File: src/rtl/morse_timer_pkg.sv
// Shared definitions for the Morse game interval timers: state encoding,
// mode constants and the default counter width.
package morse_timer_pkg;

    typedef enum logic [1:0] {
        ST_IDLE = 2'd0,
        ST_RUN  = 2'd1,
        ST_DONE = 2'd2
    } state_t;

    localparam logic MODE_PERIODIC = 1'b0;
    localparam logic MODE_ONESHOT  = 1'b1;

    localparam int TC_W_DEFAULT = 7;

endpackage : morse_timer_pkg

File: src/rtl/tick_interval_timer.sv
// Interval timer counting tick strobes up to a latched terminal count; periodic or one-shot.
// Build option: TICK_INTERVAL_TIMER_SIM_EN forces the latched terminal count to SIM_TC.
module tick_interval_timer
    import morse_timer_pkg::*;
#(
    parameter int TC_W   = TC_W_DEFAULT,
    parameter int SIM_TC = 3
) (
    input  logic            clk,
    input  logic            rst,
    input  logic            enable,
    input  logic            start,
    input  logic [TC_W-1:0] tc_in,
    input  logic            oneshot_in,
    input  logic            tick_in,
    output logic            timeout,
    output logic            busy,
    output logic            done,
    output logic [TC_W-1:0] count
);

    state_t          state_q, state_d;
    logic [TC_W-1:0] count_q, count_d;
    logic [TC_W-1:0] tc_q, tc_d;
    logic            mode_q, mode_d;
    logic            timeout_q, timeout_d;
    logic            busy_q, busy_d;
    logic            done_q, done_d;

    logic [TC_W-1:0] tc_latch;
    logic [TC_W-1:0] tc_eff;
    logic            terminal;

`ifdef TICK_INTERVAL_TIMER_SIM_EN
    assign tc_latch = TC_W'(SIM_TC);
`else
    assign tc_latch = tc_in;
`endif

    // A terminal count of zero behaves like one so every tick fires.
    assign tc_eff   = (tc_q == '0) ? TC_W'(1) : tc_q;
    assign terminal = (count_q == tc_eff - TC_W'(1));

    always_comb begin
        state_d   = state_q;
        count_d   = count_q;
        tc_d      = tc_q;
        mode_d    = mode_q;
        timeout_d = 1'b0;

        if (!enable) begin
            state_d = ST_IDLE;
            count_d = '0;
        end else if (start) begin
            // Start beats a coincident tick and aborts any running interval silently.
            state_d = ST_RUN;
            count_d = '0;
            tc_d    = tc_latch;
            mode_d  = oneshot_in;
        end else begin
            case (state_q)
                ST_RUN: begin
                    if (tick_in) begin
                        if (terminal) begin
                            count_d   = '0;
                            timeout_d = 1'b1;
                            state_d   = (mode_q == MODE_ONESHOT) ? ST_DONE : ST_RUN;
                        end else begin
                            count_d = count_q + TC_W'(1);
                        end
                    end
                end
                default: begin
                    count_d = '0;
                end
            endcase
        end

        busy_d = (state_d == ST_RUN);
        done_d = (state_d == ST_DONE);
    end

    always_ff @(posedge clk or negedge rst) begin
        if (!rst) begin
            state_q   <= ST_IDLE;
            count_q   <= '0;
            tc_q      <= '0;
            mode_q    <= MODE_PERIODIC;
            timeout_q <= 1'b0;
            busy_q    <= 1'b0;
            done_q    <= 1'b0;
        end else begin
            state_q   <= state_d;
            count_q   <= count_d;
            tc_q      <= tc_d;
            mode_q    <= mode_d;
            timeout_q <= timeout_d;
            busy_q    <= busy_d;
            done_q    <= done_d;
        end
    end

    assign timeout = timeout_q;
    assign busy    = busy_q;
    assign done    = done_q;
    assign count   = count_q;

endmodule : tick_interval_timer

File: config.mk
export PLATFORM = sky130hd
export DESIGN_NAME = tick_interval_timer
export DESIGN_NICKNAME = d
export VERILOG_FILES = /design/src/rtl/morse_timer_pkg.sv /design/src/rtl/tick_interval_timer.sv
export SDC_FILE = /design/constraint.sdc
export NUM_CORES = 1
export LEC_CHECK = 0
export ABC_AREA = 1
export BUFFER_PORTS_ARGS = -buffer_cell sky130_fd_sc_hd__buf_2
export CAP_MARGIN = 10
export CORE_ASPECT_RATIO = 0.75
export CORE_MARGIN = 2
export CORE_UTILIZATION = 40
export CTS_BUF_LIST = sky130_fd_sc_hd__clkbuf_16
export CTS_CLUSTER_SIZE = 20
export DETAILED_ROUTE_END_ITERATION = 6
export SLEW_MARGIN = 20
export SYNTH_ARGS = -nofsm -noshare
export SYNTH_HDL_FRONTEND = slang
export SYNTH_SLANG_ARGS = --single-unit
export TNS_END_PERCENT = 20
File: constraint.sdc
create_clock -name clk -period 2.4 [get_ports clk]
set_input_delay 0.36 -clock clk [delete_from_list [all_inputs] [get_ports clk]]
set_output_delay 0.36 -clock clk [all_outputs]
set_load 0.01 [all_outputs]
==> impl_metrics.ini <==
[logic_synthesis]
synth_seq_cells = 20
syn-mean-instance-area_um2 = 7.985
synthArstFlopShare_pct = 100.0
yosys-top-cells-area = dfrtp_1, nand2_1, inv_1
ys_seq_area_share_pct = 43.53
synth-main-ff-cell = dfrtp_1
synth.most_common_cell = nand2_1
syn_area_mm2 = 0.001150
synth.top_cell.area_share_pct = 43.53
synth-edff-count = 0
ys_types = 22
yosys_warnings = 0
synth_nets = 159
yosys-top-cells-count = nand2_1, inv_1, dfrtp_1
postSynthCellCount = 144
synth_area_leader_cell = dfrtp_1

[place]
place_congestion = 0.7934
pre_cts_slack_ns = 0.2154
io_buffers = 22
hpwl_um = 1884

[clocking]
cts_hold_buf = 0
clk_latency_ns = 0.25
cts.sinks = 20
root_buffer = clkbuf_16
cts_tree = done
clkTransAtPathRegs_ns = 0.05
clockBufferDepth = 2
cts_made_buffers = 3
htree_levels = 1

[die]
dieArea_mm2 = 0.003324
start_util_pct = 43.19
num_io_pins = 23
core_mm2 = 0.002663
die_w_um = 65.91
die_y_um = 50.43
num_rows = 16

[global_routing]
groute.usage.overall_pct = 17.00
grt_pass1_wl_um = 4098
met3_usage_pct = 5.381
antenna_found_initial = 0
gr-usage-met1_pct = 22.16
grt_overflow = 0
grt_max_degree = 21
grt_pass1_vias = 902
grtUsageMet2_pct = 25.25
grt.busiest_layer = met2

[finish]
n_antenna_cell = 0
drive_above_1_share_pct = 26.47
fin_nets = 187
syn_to_final_growth_pct = 21.65
post-route-util_pct = 52.54

[detailed_routing]
wl_per_cell_um = 11.87
route.detailed.drc = 0
drtAntennaViolNets = 0
drt_wl_total_um = 2445
first_pass_iters = 4
vias = 960
drtIter0Drc = 29
vias_per_cell = 4.660

[timing]
setup_tns_ns = 0
period_share_pct = 89.71
finalWorstSetupSlack_ns = 0.2470
drv_slew = 0
max_slew_margin_pct = 57.14
rsz0062_at_grt = false
tightest_slew_ns = 0.6370
min_period_ns = 2.153
finalSetupViolCount = 0
hold_violations = 0
finClkSkew_ns = 0.001600
timing.fmax_ghz = 0.4645

[power]
p_clk_share_pct = 40.0
sequentialPowerShare_pct = 44.8
p_sw_uw = 216.0
combPwrFrac_pct = 15.1
leakage_nw = 0.7278
p_sw_share_pct = 25.63
power.total_uw = 842.5
vdd_drop_max_mv = 0.2745
internal_power_uw = 626.5
p_per_area_mw_per_mm2 = 602.3

[setup_path]
arrival_ns = 2.28
r2r_cells = 14
crit_fanout = 7
setup.worst_path.end_class = flip-flop
crit_type = reg2reg
crit_required_ns = 2.53
critPathLaunchType = flip-flop

[run_status]
status = finished clean

[worst_hold_path]
hold_class = in2async

[run]
drv_cap = 0
## routing by layer
| metal | share of wire (%) | vias up |
|---|---|---|
| li1 | - | 507 |
| met1 | 49 | 429 |
| met2 | 43 | 19 |
| met3 | 5.8 | 5 |
| met4 | 2.0 | 0 |
| met5 | 0 | - |
## metrics by stage
step / instances / hold slack, ns / cell area, um2
after floorplan: 144 / 0.06441 / 1150
after global placement: 201 / 0.3358 / 1301
after detailed placement: 201 / 0.3424 / 1301
after CTS: 204 / 0.07070 / 1376
after global routing: 206 / 0.09810 / 1399
final: 206 / 0.05359 / 1399
## sequential cells by signal, summed over array words and instances (netlist names)
| register | count |
|---|---|
| busy | 1 |
| count | 7 |
| done | 1 |
| mode_q | 1 |
| state_q | 2 |
| tc_q | 7 |
| timeout | 1 |
## cell usage in the layout, fill, tap and decap left out, types with 3 or more instances in the layout
| master | instances |
|---|---|
| clkbuf_16 | 3 |
| dfrtp_1 | 20 |
| o22ai_1 | 4 |
| o21ai_2 | 3 |
| xor2_1 | 8 |
| nor2_2 | 5 |
| nand3_1 | 8 |
| buf_2 | 22 |
| inv_1 | 24 |
| nor2_1 | 11 |
| a21oi_1 | 6 |
| nand2_2 | 3 |
| nand4_1 | 4 |
| nand2_1 | 33 |
## critical path: stages, from the launching register on
cell and delay [ns]:
dfrtp_1 0.41, nor2_4 0.14, nand3_2 0.13, nand2_1 0.10, inv_1 0.05, ha_1 0.21, inv_2 0.08, nand2_1 0.05
nand2_1 0.08, xor2_1 0.15, nand3_1 0.11, nor2_2 0.16, nand2_1 0.13, nand4_4 0.14, o22ai_1 0.09
## cell families (layout without fill, tap and decap cells)
logic type | after synthesis | after routing | synth area share (%)
and+or+nand+nor | 69 | 69 | 28.40
AOI/OAI and AO/OA | 14 | 14 | 7.508
xor gates and xnor gates | 10 | 10 | 7.617
DFF | 20 | 20 | 43.53
adders and majority gates | 2 | 2 | 2.176
muxes | 2 | 2 | 1.959
buffers and inverters | 27 | 53 | 8.813
## path summary, 6_finish.rpt
kind / to / slack [ns] / start
worst max-delay path: count[4] / 0.25 / tc_q[4]
max in group asynchronous: count[0] / 2.03 / rst
worst max register to register: count[4] / 0.25 / tc_q[4]
worst min register to register: mode_q / 0.51 / mode_q
worst min-delay path: tc_q[2] / 0.05 / rst
min in group clk: tc_q[6] / 0.34 / tc_in[6]
## area by class of cell
cell class                 count  area, um2
clock buffer                   3      75.07
sequential                    20      500.5
timing repair buffer          24      125.1
fill                         263       1264
inverter                      26      97.59
tap                           36      45.04
multi-input combinational     97      555.5
## power by group through the flow
stage | clock network [mW] | logic (mW) | registers (mW)
5_1_grt | 0.363 | 0.146 | 0.380
3_5_place_dp | 0 | 0.128 | 0.381
6_report | 0.337 | 0.128 | 0.378
3_3_place_gp | 0 | 0.125 | 0.380
2_1_floorplan | 0 | 0.0898 | 0.378
4_1_cts | 0.347 | 0.128 | 0.375
## timing repair
action,CTS,global route
endpoints found under the setup margin,0,2
setup buffers,0,2
gates resized for setup,0,3
endpoints found under the hold margin,0,0
Power figures use the tool's default switching activity.
